==> src/rtl/neuron_nvs_lif.sv <==
// neuron_nvs_lif: parametrised leaky integrate-and-fire neuron.
//
// Each event input passes through a two-flop synchroniser. A rising edge on
// a synchronised input adds that synapse's weight to the membrane potential.
// An internal prescaler generates a periodic leak tick, and the leak is
// subtracted on that tick. The potential saturates at 0 and at
// 2^p_vwidth-1. When the potential reaches a non-zero threshold, the neuron
// fires a one-cycle spike, clears the potential, and then ignores input for
// p_refrac cycles.
//
// Ports:
//   i_base_clk     single clock, rising edge
//   i_rst_n        synchronous active-low reset
//   i_event        asynchronous event pulses, one bit per synapse
//   i_weight       packed weights, synapse k at [k*p_width +: p_width]
//   i_threshold    firing threshold, 0 disables firing
//   i_leak         amount subtracted per leak tick
//   o_syncout      synchronised event levels
//   o_sv           membrane potential
//   o_spike        one-cycle spike pulse
//   o_refrac       high while refractory
//   o_spike_count  wrapping count of spikes since reset
module neuron_nvs_lif #(
    parameter int p_inputs      = 8,
    parameter int p_width       = 8,
    parameter int p_vwidth      = 16,
    parameter int p_leak_period = 16,
    parameter int p_refrac      = 4,
    parameter int p_spike_num   = 2
) (
    input  logic                        i_base_clk,
    input  logic                        i_rst_n,
    input  logic [p_inputs-1:0]         i_event,
    input  logic [p_inputs*p_width-1:0] i_weight,
    input  logic [p_vwidth-1:0]         i_threshold,
    input  logic [p_width-1:0]          i_leak,
    output logic [p_inputs-1:0]         o_syncout,
    output logic [p_vwidth-1:0]         o_sv,
    output logic                        o_spike,
    output logic                        o_refrac,
    output logic [p_spike_num-1:0]      o_spike_count
);

    // The extended width holds the largest positive sum without overflow.
    // The top bit therefore works as a sign flag after the leak is subtracted.
    localparam int EW = p_vwidth + $clog2(p_inputs) + 1;
    localparam int PW = (p_leak_period > 1) ? $clog2(p_leak_period) : 1;
    localparam int RW = (p_refrac > 1) ? $clog2(p_refrac) : 1;

    typedef enum logic {INTEGRATE, REFRAC} state_t;

    state_t                state;
    logic [p_inputs-1:0]   s1, s2, s3;
    logic [p_inputs-1:0]   edges;
    logic [PW-1:0]         presc;
    logic [RW-1:0]         rcnt;
    logic                  leak_tick;
    logic [EW-1:0]         sum;
    logic [EW-1:0]         nv;
    logic [EW-1:0]         vmax;
    logic [p_vwidth-1:0]   clamped;
    logic                  fire;

    assign o_syncout = s2;
    assign edges     = s2 & ~s3;
    assign leak_tick = (presc == PW'(p_leak_period - 1));
    assign vmax      = EW'({p_vwidth{1'b1}});

    always_comb begin
        sum = '0;
        for (int k = 0; k < p_inputs; k++) begin
            if (edges[k])
                sum = sum + EW'(i_weight[k*p_width +: p_width]);
        end
        nv = EW'(o_sv) + sum - (leak_tick ? EW'(i_leak) : EW'(0));
        // Top bit set means the result is negative, so clamp to zero.
        if (nv[EW-1])
            clamped = '0;
        else if (nv > vmax)
            clamped = {p_vwidth{1'b1}};
        else
            clamped = nv[p_vwidth-1:0];
        fire = (i_threshold != '0) && (clamped >= i_threshold);
    end

    always_ff @(posedge i_base_clk) begin
        if (!i_rst_n) begin
            s1            <= '0;
            s2            <= '0;
            s3            <= '0;
            presc         <= '0;
            rcnt          <= '0;
            state         <= INTEGRATE;
            o_sv          <= '0;
            o_spike       <= 1'b0;
            o_refrac      <= 1'b0;
            o_spike_count <= '0;
        end else begin
            s1    <= i_event;
            s2    <= s1;
            s3    <= s2;
            presc <= leak_tick ? '0 : presc + PW'(1);
            case (state)
                INTEGRATE: begin
                    if (fire) begin
                        o_sv          <= '0;
                        o_spike       <= 1'b1;
                        o_spike_count <= o_spike_count + (p_spike_num)'(1);
                        if (p_refrac > 0) begin
                            state    <= REFRAC;
                            rcnt     <= RW'(p_refrac - 1);
                            o_refrac <= 1'b1;
                        end
                    end else begin
                        o_sv    <= clamped;
                        o_spike <= 1'b0;
                    end
                end
                REFRAC: begin
                    // Edges and leak are ignored here, and o_sv stays at 0.
                    o_spike <= 1'b0;
                    if (rcnt == '0) begin
                        state    <= INTEGRATE;
                        o_refrac <= 1'b0;
                    end else begin
                        rcnt <= rcnt - RW'(1);
                    end
                end
                default: state <= INTEGRATE;
            endcase
        end
    end

endmodule

==> config.mk <==
export PLATFORM = sky130hd
export DESIGN_NAME = neuron_nvs_lif
export DESIGN_NICKNAME = d
export VERILOG_FILES = /design/src/rtl/neuron_nvs_lif.sv
export SDC_FILE = /design/constraint.sdc
export NUM_CORES = 1
export LEC_CHECK = 0
export ABC_AREA = 1
export BUFFER_PORTS_ARGS = -buffer_cell sky130_fd_sc_hd__buf_4
export CORE_MARGIN = 2
export CORE_UTILIZATION = 46
export DETAILED_ROUTE_END_ITERATION = 12
export GPL_ROUTABILITY_DRIVEN = 0
export GPL_TIMING_DRIVEN = 0
export HOLD_SLACK_MARGIN = 0.03
export PLACE_DENSITY = 0.68
export SYNTH_ARGS = -nofsm -noshare
export SYNTH_HDL_FRONTEND = slang
export SYNTH_SLANG_ARGS = --single-unit
==> constraint.sdc <==
create_clock -name i_base_clk -period 12.7 [get_ports i_base_clk]
set_clock_uncertainty 0.15 [all_clocks]
set_input_delay 0.635 -clock i_base_clk [delete_from_list [all_inputs] [get_ports i_base_clk]]
set_output_delay 0.635 -clock i_base_clk [all_outputs]
set_load 0.1 [all_outputs]
## Word level (Yosys, flattened, before mapping)

Cells that the tools add are included.

| cells by class | value |
|---|---|
| add/subtract/negate cells | 12 |
| multiply operators | 0 |
| divide/modulo/power cells | 0 |
| order comparisons | 2 |
| eq/ne operators | 4 |
| shift operators | 0 |
| multiplexer cells | 22 |
| bitwise operators | 4 |
| reductions and logical operators | 7 |

Operator list:

| cell | count |
|---|---|
| $add 20x8->20 | 7 |
| $mux 20 | 7 |
| $mux 16 | 3 |
| $add 16x20->20 | 1 |
| $gt 20x16->1 const B | 1 |
| $sub 20x8->20 | 1 |
| $ge 16x16->1 | 1 |
| $mux 8 | 2 |
| $reduce_bool 16->1 | 1 |
| $and 8x8->8 | 1 |
| $not 8->8 | 1 |
| $pmux 1 s2 | 3 |
| $reduce_and 2->1 | 3 |
| $add 4x1->4 const B | 1 |
| $eq 4x4->1 const B | 1 |
| $mux 1 | 4 |
| $mux 2 | 2 |
| $ne 2x2->1 const B | 2 |
| $pmux 2 s2 | 1 |
| $add 2x1->2 const B | 1 |
| $logic_not 2->1 | 1 |
| $ne 2x1->1 const B | 1 |
| $not 1->1 | 2 |
| $reduce_or 2->1 | 1 |
| 2 further kinds | 2 |

| storage, ports and cells | value |
|---|---|
| register bits | 51 |
| bits in latches | 0 |
| memory bits (writable) | 0 |
| memory bits (read-only) | 0 |
| input port bits | 98 |
| logic and storage cells | 61 |
| memories kept | 0 |

## Depth between registers and ports, before layout

Gate-level depths: netlist of run 1.

| depth | value |
|---|---|
| word-level depth | 26 |
| depth in mapped cells | 81 |
| gate-level depth less buffers | 81 |

## Least setup slack after synthesis of run 1

No wires, ideal clock.

| timing | value |
|---|---|
| path type | register -> register |
| from | register s2[0], in the netlist o_syncout[0] |
| to | register o_sv[4] |
| library setup time | 67 ps |
| arrival time | 11073 ps |
| path slack | 1410 ps |
| stages on the path, launching flop included | 66 |
| buffers on the path | 2 |
| period minus slack after synthesis | 11290 ps |
| cells stage by stage | dfxtp_1 > inv_1 > nor2_4 > inv_1 > nor2_1 > ha_1 > inv_1 > fa_1 > o21ai_2 > inv_1 > fa_1 > o21ai_2 > inv_1 > fa_1 > o21ai_2 > inv_1 > fa_1 > o21ai_2 > [30 not listed] > nor3_1 > nand4_1 > and3_1 > buf_2 > nor2_2 > a21oi_1 > ha_1 > a21oi_1 > o21a_1 > o221ai_1 > nand2_1 > nand3_1 > nand2_1 > inv_1 > nor2_1 > clkbuf_1 > a22oi_1 > nor2_1 |

| on the way | value |
|---|---|
| longest elaborated chain between the ends | 24 |

Ends and longest elaborated chain:

| what | line | source |
|---|---|---|
| from (decl) | 53 | `logic [p_inputs-1:0] s1, s2, s3;` |
| from (signal assigned) | 89 | `s2 <= '0;` |
| from (signal assigned) | 100 | `s2 <= s1;` |
| $and 8x8->8 * | 65 | `assign edges = s2 & ~s3;` |
| $mux 8 * | 72 | `if (edges[k])` |
| $add 20x8->20 | 73 | `sum = sum + EW'(i_weight[k*p_width +: p_width]);` |
| $mux 20 * | 72 |  |
| $add 20x8->20 | 73 |  |
| $mux 20 * | 72 |  |
| $add 20x8->20 | 73 |  |
| $mux 20 * | 72 |  |
| [8 not listed] | - |  |
| $add 16x20->20 * | 75 | `nv = EW'(o_sv) + sum - (leak_tick ? EW'(i_leak) : EW'(0));` |
| $sub 20x8->20 * | 75 |  |
| $gt 20x16->1 | 79 | `else if (nv > vmax)` |
| $mux 16 | 79 |  |
| $mux 16 * | 77 | `if (nv[EW-1])` |
| $ge 16x16->1 | 83 | `fire = (i_threshold != '0) && (clamped >= i_threshold);` |
| $logic_and 1x1->1 | 83 |  |
| $mux 16 * | 105 | `if (fire) begin` |
| to (signal assigned) | 115 | `o_sv <= clamped;` |
| to (decl) | 38 | `output logic [p_vwidth-1:0] o_sv,` |

Every way passes the cells marked *; elsewhere a longest branch is shown, timed or not.
A chain may end at the register's enable or synchronous reset.

## Final worst setup path of run 1

| timing | value |
|---|---|
| from | register s2[0], in the netlist o_syncout[0] |
| to | register o_sv[15] |

The elaborated chain is that of the path after synthesis.

==> key figures, run 1 <==
Drt
  • Final ANT Viol Nets: 0
  • Drt first-iter violations: 433
  • Via count: 7063
  • WL/cell: 12.43 um
  • First drt pass iteration count: 6
  • DRC: 0
  • Total wire length: 17.65 mm
  • Vias/cell: 4.974

Global route
  • Total GRT Usage: 0.2190
  • Total gr overflow: 0
  • Number of global-route vias before repair: 6631
  • Met1 layer usage reported by global route: 0.2937
  • GRT Max-Usage Layer: met2
  • Global-route wire length before repair: 29.57 mm
  • Antenna violations before repair: 0
  • Met3 GRT Util: 0.01717
  • Pin count of the biggest net entering global routing: 19
  • Met2 usage: 0.3828

Setup path
  • Reg2Reg Depth: 66
  • Worst path top cell family by delay: adder cells
  • Crit path buf inv count: 13
  • Reg-to-reg critical path startpoint: o_syncout[0]$_SDFF_PN0_
  • Instance count on the critical path: 66
  • CP max stage cell: fa_1
  • Crit end category: flip-flop
  • Worst setup path class: flip-flop to flip-flop
  • CP startpoint: o_syncout[0]$_SDFF_PN0_
  • Worst Setup Start Kind: flip-flop
  • Worst Path Arrival: 11670 ps
  • Crit Path Max Fanout: 10
  • Crit path largest cell delay: 470 ps
  • Required @ worst endpoint: 12770 ps
  • Most used cell, CP: inv_1

Synthesis
  • Post-synthesis cell area: 7029 um^2
  • Yosys warning count: 0
  • Asr flop ratio synth: 0
  • Area leader, netlist: ha_1
  • Number of library cell types mapped by synthesis: 46
  • Largest cells by area after synthesis: ha_1 (18%), dfxtp_1 (15%), nand2_1 (14%)
  • Primary FF master, synth: dfxtp_1
  • Flops & latches, synth: 51
  • Cells after Synth: 1097
  • Post-synth top area share: 0.1816
  • Number of synthesized flops with an enable pin: 0
  • Syn avg cell area: 6.408 um^2
  • Post-synthesis sequential area ratio: 0.1452

Timing
  • Least-Margin Pin Slew: 585.2 ps
  • Final Hold Slack: 264.8 ps
  • Final min period: 11590 ps
  • Achievable frequency: 0.08626 GHz
  • Final Hold Vio Count: 0
  • Setup_tns: 0 ps
  • Worst Setup Slack, final: 1107 ps
  • Pins Over Slew Limit: 0
  • Period utilization: 0.9129
  • Final setup vio count: 0
  • Slew margin rel.: 0.6084

Layout
  • Non-filler instance count after layout: 1420
  • Fill count: 1539
  • Ant. Diodes: 0
  • P&R area growth vs syn: 19.94%
  • Fin nets: 1446
  • Share of layout cells above drive strength 1: 0.1705

Hold path
  • Min-delay src: s1[7]$_SDFF_PN0_
  • HP Class: flip-flop to flip-flop
  • Hold path depth: 2

Run
  • Max_cap viols: 0

Power and ir drop
  • Power after layout: 1.268 mW
  • Pwr/cell area: 150.4 nW/um^2
  • Leak Pwr: 4.619 nW
  • Switching part of the total: 0.5350
  • Clock power share: 0.108
  • Reg power frac: 0.163
  • VDD IR-drop max: 150.7 uV
  • Internal Power: 0.5898 mW
  • Combinational cell fraction of total power: 0.729
  • Psw: 0.6785 mW

Placement
  • Pre-CTS setup slack: 447.2 ps
  • # placed instances: 1411
  • Buffers on Ports: 125
  • Hpwl dp: 15.25 mm

Clock tree
  • Bufs on Longest Clock Path: 2
  • Clock slew at reported path FFs: 70 ps
  • Clock insertion delay at the later pin of the skew report: 300 ps
  • Num CTS Buffers: 5
  • Clk root buf: clkbuf_16
  • TritonCTS clock tree: built
  • H-tree Lvls: 2
  • Clock sinks: 51

Outcome
  • Status: completed

Floorplanning
  • Die width: 127.6 um
  • Row cnt: 45
  • Total core area: 15090 um^2
  • IO Pins: 126
  • Initial core utilization: 0.4658
  • Die area: 16290 um^2
  • Die Y: 127.6 um
-- synthesized netlist by cell type, drive strengths merged (7+ instances only) --
cell / instances
nand4: 11
nor3: 9
nand2: 285
dfxtp: 51
xor2: 26
nand3: 63
ha: 102
nor2: 77
a22oi: 11
a31oi: 7
xnor2: 13
a21oi: 90
clkbuf: 10
fa: 15
inv: 216
o21ai: 61
-- per-stage QoR --
step           utilization  area, um^2
2_1_floorplan            -        7033
3_3_place_gp        0.5439        8207
3_5_place_dp        0.5439        8207
4_1_cts             0.5540        8359
5_1_grt             0.5587        8431
6_report            0.5587        8431
-- sequential cells by signal (all words and copies together) (netlist names) --
signal         cells
rcnt               2
presc              4
o_sv              16
o_refrac           1
state              1
s3                 8
o_spike            1
o_spike_count      2
o_syncout          8
s1                 8
-- final timing paths --
| kind | endpoint | slack [ps] |
|---|---|---|
| hold / removal | o_syncout[7]$_SDFF_PN0_ | 260 |
| setup / recovery | o_sv[15]$_SDFFE_PN0N_ | 1110 |
| hold reg to reg | o_syncout[7]$_SDFF_PN0_ | 260 |
| setup reg to reg | o_sv[15]$_SDFFE_PN0N_ | 1110 |
-- cell type report --
type                            count  area [um^2]  area share
Tap cell                          188        235.2     0.02790
Sequential cell                    51         1021      0.1211
Clock inverter                      3        27.53    0.003265
Clock buffer                        5        125.1     0.01484
Multi-Input combinational cell    814         5189      0.6155
Buffer                             16        68.82    0.008163
Inverter                          217        818.3     0.09706
Timing Repair Buffer              126        945.9      0.1122
-- tightest hold or removal path, delay by kind of cell, from the launching register on --
kind	cells	cell delay, ps
and+or+nand+nor	1	40
DFF	1	310
buffers and inverters	1	40
-- layer usage --
layer	share of wire	vias up
met5	0	-
li1	-	3786
met3	0.040	16
met4	0.015	0
met2	0.46	160
met1	0.49	3101
-- power by group through the flow --
| stage | clock [mW] | combinational, mW | sequential [mW] |
|---|---|---|---|
| 3_5_place_dp | 0 | 0.892 | 0.209 |
| 4_1_cts | 0.142 | 0.898 | 0.206 |
| 6_report | 0.137 | 0.924 | 0.207 |
| 5_1_grt | 0.147 | 1.04 | 0.210 |
| 3_3_place_gp | 0 | 0.882 | 0.210 |
| 2_1_floorplan | 0 | 0.578 | 0.324 |
-- logic make-up after synthesis --
| family | share of synthesized area |
|---|---|
| AOI/OAI and AO/OA | 0.1561 |
| xor gates and xnor gates | 0.04966 |
| adders and majority gates | 0.2243 |
| buffers and inverters | 0.1251 |
| DFF | 0.1452 |
| muxes | 0.001424 |
| other | 0.0005335 |
| and+or+nand+nor | 0.2976 |
-- cells in the final DEF, fill, tap and decap left out, drive strengths merged, types with 13 or more instances in the layout --
cell and n:
a21oi 90, o21ai 61, nand2 285, clkbuf 15, ha 102, xnor2 13
dfxtp 51, inv 217, xor2 26, nand3 63, buf 132, nor2 77
fa 15
-- what timing repair did --
item,4_1_cts,5_1_grt
endpoints found under the hold margin,0,0
buffers inserted,0,1
endpoints found under the setup margin,0,23
hold buffers,0,0
gates resized for setup,0,23
Power figures use the tool's default switching activity.
==> run 2: changes to the inputs <==
BUFFER_PORTS_ARGS = unset   (was -buffer_cell sky130_fd_sc_hd__buf_4)
DONT_BUFFER_PORTS = 1   (was unset)
PLACE_DENSITY = unset   (was 0.68)
==> run 2 against run 1 <==
Effect of this change:
- non-clock buffer count fell by 124
- power shrank 2.1%
- register-to-register slack got worse by 170 ps
- cell area shrank 11%
- cell count down 8.7%
- routed wire length fell by 1.3%
- core utilization is 6.0 points lower
- via count down 8.0%
==> key figures, run 2 (synthesized netlist as in run 1, its figures left out) <==
Setup path
  • Crit end category: flip-flop
  • Required @ worst endpoint: 12730 ps
  • Crit path buf inv count: 12
  • Reg2Reg Depth: 67
  • FF-to-FF setup slack: 940 ps
  • Most used cell, CP: nand2_1
  • Worst setup path class: flip-flop to flip-flop
  • Worst path top cell family by delay: adder cells
  • CP max stage cell: dfxtp_4
  • R2R Path End: o_sv[5]$_SDFFE_PN0N_
  • Crit Path Max Fanout: 10
  • Crit path largest cell delay: 550 ps
  • Worst Setup Start Kind: flip-flop
  • Reg-to-reg critical path startpoint: o_syncout[0]$_SDFF_PN0_
  • Worst Path Arrival: 11790 ps

Timing
  • Period utilization: 0.9263
  • Pins Over Slew Limit: 0
  • Slew margin rel.: 0.2317
  • Least-Margin Pin Slew: 1151 ps
  • Final Hold Vio Count: 0
  • Final min period: 11760 ps
  • Achievable frequency: 0.08500 GHz
  • Final setup vio count: 0

Outcome
  • Status: completed

Power and ir drop
  • Reg power frac: 0.265
  • Internal Power: 0.5573 mW
  • Psw: 0.6849 mW
  • VDD IR-drop max: 154.1 uV
  • Clock power share: 0.118
  • Pwr/cell area: 165.2 nW/um^2
  • Combinational cell fraction of total power: 0.616
  • Switching part of the total: 0.5514
  • Leak Pwr: 4.017 nW
  • Power after layout: 1.242 mW

Clock tree
  • Bufs on Longest Clock Path: 2
  • TritonCTS clock tree: built
  • Num CTS Buffers: 5
  • Clock insertion delay at the later pin of the skew report: 300 ps
  • Clock sinks: 51
  • H-tree Lvls: 2
  • Clock slew at reported path FFs: 80 ps
  • Hold-fix buffer count after cts: 0
  • Clk root buf: clkbuf_16

Global route
  • Antenna violations before repair: 0
  • Global-route wire length before repair: 28.61 mm
  • Total gr overflow: 0
  • Pin count of the biggest net entering global routing: 20
  • Number of global-route vias before repair: 6174
  • Total GRT Usage: 0.2133

Floorplanning
  • Initial core utilization: 0.4658
  • Die area: 16290 um^2
  • Total core area: 15090 um^2
  • IO Pins: 126
  • Die width: 127.6 um
  • Row cnt: 45
  • Die Y: 127.6 um

Layout
  • Ant. Diodes: 0
  • Non-filler instance count after layout: 1297
  • Max reg flops: 16
  • Most frequent cells in the layout: nand2_1 (262), inv_1 (209), ha_1 (102), a21oi_1 (85), nor2_1 (66)
  • Share of layout cells above drive strength 1: 0.08025
  • P&R area growth vs syn: 6.995%
  • Largest Register: o_sv
  • Commonest non-fill, non-tap cell in the layout: nand2_1
  • Fin nets: 1323

Drt
  • Final ANT Viol Nets: 0
  • Vias/cell: 5.011
  • First drt pass iteration count: 5
  • Via count: 6499
  • DRC: 0
  • WL/cell: 13.43 um
  • Total wire length: 17.42 mm
  • Drt first-iter violations: 347

Hold path
  • HP Class: flip-flop to flip-flop
  • Hold path depth: 2
  • Hold Path End: o_syncout[0]$_SDFF_PN0_
  • Min-delay src: s1[0]$_SDFF_PN0_

Placement
  • Buffers on Ports: 0
  • Hpwl dp: 15.02 mm
  • # placed instances: 1286

Run
  • Max_cap viols: 0
-- run 2: cell types whose count changed in the layout (fill, tap and decap cells not counted), sizes merged --
| cell | change |
|---|---|
| buf | -124 |
| clkinv | +1 |
-- run 2: power by group through the flow --
stage                     clock network [mW]  registers, mW  logic [mW]
after floorplan                            0          0.324       0.578
after global placement                     0          0.332       0.722
after detailed placement                   0          0.332       0.725
after CTS                              0.149          0.329       0.733
after global routing                   0.154          0.333       0.882
final                                  0.147          0.330       0.766
-- run 2: what timing repair did --
action                                  CTS  global route
cloned                                    0             1
resized for setup                         2            31
pin swaps                                 0             2
endpoints found under the setup margin   20            23
setup buffers                             0             2
-- run 2: layout make-up --
| type | count | area [um^2] |
|---|---|---|
| Sequential cell | 51 | 1025 |
| Clock buffer | 5 | 125.1 |
| Inverter | 217 | 818.3 |
| Clock inverter | 3 | 33.78 |
| Fill cell | 1629 | 7569 |
| Multi-Input combinational cell | 814 | 5190 |
| Timing Repair Buffer | 2 | 15.01 |
| Timing Repair inverter | 1 | 7.507 |
| Buffer | 16 | 71.32 |
| Tap cell | 188 | 235.2 |
-- run 2: worst min-delay path: stages, from the launching register on --
cell and delay [ps]:
dfxtp_1 300, nand2_1 50, inv_1 30
-- run 2: through the flow --
stage	utilization	setup slack [ps]	TNS, ps	area, um^2	hold WS [ps]
after floorplan	-	1410	0	7033	240.5
after global placement	0.4817	-403.3	-4251	7268	241.5
after detailed placement	0.4817	-465.8	-5166	7268	246.4
after CTS	0.4925	32.26	0	7431	259.8
after global routing	0.4984	-28.59	-131.0	7521	272.6
final	0.4984	935.9	0	7521	258.0
-- run 2: worst max-delay path by stage --
stage / slack [ps] / startpoint / cells past startpoint / endpoint
finish: 940 / o_syncout[0]$_SDFF_PN0_ / 67 / o_sv[5]$_SDFFE_PN0N_
global placement: -400 / o_syncout[0]$_SDFF_PN0_ / 65 / o_sv[10]$_SDFFE_PN0N_
CTS: 30 / o_syncout[0]$_SDFF_PN0_ / 68 / o_sv[13]$_SDFFE_PN0N_
floorplan: 1410 / o_syncout[0]$_SDFF_PN0_ / 65 / o_sv[4]$_SDFFE_PN0N_
global route: -30 / o_syncout[0]$_SDFF_PN0_ / 66 / o_sv[6]$_SDFFE_PN0N_
detailed placement: -470 / o_syncout[0]$_SDFF_PN0_ / 68 / o_sv[13]$_SDFFE_PN0N_
-- run 2: metal layers --
metal / share of wire / vias to the layer above / track usage
li1: - / 3528 / -
met1: 0.49 / 2807 / 0.2987
met2: 0.44 / 156 / 0.3564
met3: 0.065 / 8 / 0.03476
met4: 0.0056 / 0 / 0.02521
met5: 0 / - / 0
==> run 3: changes to the inputs <==
--- a/constraint.sdc
+++ b/constraint.sdc
@@ -3,3 +3,3 @@
 set_input_delay 0.635 -clock i_base_clk [delete_from_list [all_inputs] [get_ports i_base_clk]]
 set_output_delay 0.635 -clock i_base_clk [all_outputs]
-set_load 0.1 [all_outputs]
+set_load 0.05 [all_outputs]
==> run 3 against run 2 <==
Effect of this change:
- die area unchanged
- worst setup slack better by 84 ps
- combinational power down 1%
- highest routed layer unchanged
==> key figures, run 3 (synthesized netlist as in run 1, its figures left out) <==
Drt
  • Via count: 6476
  • Vias/cell: 4.997
  • Drt first-iter violations: 311
  • DRC: 0
  • Total wire length: 17.33 mm
  • WL/cell: 13.37 um
  • First drt pass iteration count: 5
  • Final ANT Viol Nets: 0

Setup path
  • Crit path largest cell delay: 470 ps
  • R2R Path End: o_sv[13]$_SDFFE_PN0N_
  • CP startpoint: o_syncout[0]$_SDFF_PN0_
  • Most used cell, CP: inv_1
  • CP max stage cell: fa_1
  • Crit end category: flip-flop
  • Worst Path Arrival: 11760 ps
  • Worst setup path class: flip-flop to flip-flop
  • Required @ worst endpoint: 12780 ps
  • FF-to-FF setup slack: 1020 ps
  • Worst Setup Start Kind: flip-flop
  • Crit Path Max Fanout: 10
  • Reg-to-reg critical path startpoint: o_syncout[0]$_SDFF_PN0_
  • Critical Path Sink: o_sv[13]$_SDFFE_PN0N_
  • Reg2Reg Depth: 66

Timing
  • Final setup vio count: 0
  • Achievable frequency: 0.08561 GHz
  • Worst Setup Slack, final: 1020 ps
  • Final Hold Vio Count: 0
  • Period utilization: 0.9197
  • Final min period: 11680 ps
  • Least-Margin Pin Slew: 680.9 ps
  • Pins Over Slew Limit: 0
  • Slew margin rel.: 0.5454
  • Setup_tns: 0 ps

Clock tree
  • H-tree Lvls: 2
  • Clk root buf: clkbuf_16
  • Num CTS Buffers: 5
  • Clock insertion delay at the later pin of the skew report: 300 ps
  • Clock slew at reported path FFs: 80 ps
  • Hold-fix buffer count after cts: 0
  • Bufs on Longest Clock Path: 2
  • Clock sinks: 51
  • TritonCTS clock tree: built

Layout
  • Largest Register: o_sv
  • Most frequent cells in the layout: nand2_1 (262), inv_1 (209), ha_1 (102), a21oi_1 (87), nor2_1 (66)
  • Fill count: 1636
  • P&R area growth vs syn: 6.639%
  • Ant. Diodes: 0
  • Commonest non-fill, non-tap cell in the layout: nand2_1
  • Share of layout cells above drive strength 1: 0.07581
  • Fin nets: 1322
  • Max reg flops: 16

Global route
  • Total GRT Usage: 0.2133
  • Global-route wire length before repair: 28.61 mm
  • Antenna violations before repair: 0
  • Number of global-route vias before repair: 6174
  • Total gr overflow: 0
  • Pin count of the biggest net entering global routing: 20

Power and ir drop
  • VDD IR-drop max: 131.0 uV
  • Combinational cell fraction of total power: 0.647
  • Pwr/cell area: 156.3 nW/um^2
  • Switching part of the total: 0.5268
  • Reg power frac: 0.228
  • Psw: 0.6173 mW
  • Clock power share: 0.125
  • Internal Power: 0.5545 mW
  • Leak Pwr: 4.011 nW
  • Power after layout: 1.172 mW

Run
  • Max_cap viols: 0

Floorplanning
  • Die area: 16290 um^2
  • Initial core utilization: 0.4658
  • Row cnt: 45
  • Die width: 127.6 um
  • Die Y: 127.6 um
  • IO Pins: 126
  • Total core area: 15090 um^2

Hold path
  • Min-delay src: s1[0]$_SDFF_PN0_
  • HP Class: flip-flop to flip-flop

Placement
  • Pre-CTS setup slack: -88.08 ps
  • Hpwl dp: 15.02 mm
  • Buffers on Ports: 0

Outcome
  • Status: completed
-- run 3: changes by cell type in the layout (fill, tap and decap cells not counted), sizes merged --
cell / before / now
clkinvlp: 2 / 1
-- run 3: timing repair --
action,4_1_cts,5_1_grt
gates resized for setup,1,25
buffers inserted,0,2
setup endpoints to repair,10,23
pin swaps,0,2
-- run 3: worst min-delay path by stage --
stage                              end  slack, ps  cells past startpoint
6_report       o_syncout[0]$_SDFF_PN0_        260                      2
5_1_grt        o_syncout[0]$_SDFF_PN0_        270                      2
4_1_cts        o_syncout[0]$_SDFF_PN0_        260                      2
3_5_place_dp   o_syncout[2]$_SDFF_PN0_        250                      2
3_3_place_gp   o_syncout[3]$_SDFF_PN0_        240                      2
2_1_floorplan  o_syncout[0]$_SDFF_PN0_        240                      2
-- run 3: per-layer routing --
metal	GRT usage	share of wire	vias up
met4	0.02521	0.0053	0
met1	0.2987	0.50	2798
met3	0.03476	0.056	8
li1	-	-	3524
met5	0	0	-
met2	0.3564	0.44	146
-- run 3: critical path, delay by kind of cell, from the launching register on --
family	cells	cell delay, ps
compound gates	19	3080
xor+xnor	5	830
fa+ha+maj	11	3820
buf+inv	13	1540
flops	1	450
simple gates	18	1680
-- run 3: through the flow --
stage               cells  hold WS [ps]  instance area [um^2]    util
finish               1296         258.0                  7496  0.4968
global route         1296         272.6                  7496  0.4968
CTS                  1294         261.1                  7428  0.4923
detailed placement   1286         246.4                  7268  0.4817
global placement     1286         241.5                  7268  0.4817
floorplan            1098         240.5                  7033       -
-- run 3: final cells by class --
type,instances,area (um^2),share of cell area
clock buffer,5,125.1,0.01669
sequential,51,1025,0.1367
tap,188,235.2,0.03138
multi-input combinational,814,5175,0.6904
inverter,217,818.3,0.1092
timing repair buffer,2,15.01,0.002003
clock inverter,3,33.78,0.004507
buffer,16,68.82,0.009180
-- run 3: power groups by stage --
stage | clock (mW) | combinational, mW | sequential, mW
after floorplan | 0 | 0.577 | 0.262
after global placement | 0 | 0.721 | 0.270
after detailed placement | 0 | 0.725 | 0.270
after CTS | 0.149 | 0.733 | 0.267
after global routing | 0.154 | 0.875 | 0.270
final | 0.147 | 0.758 | 0.267
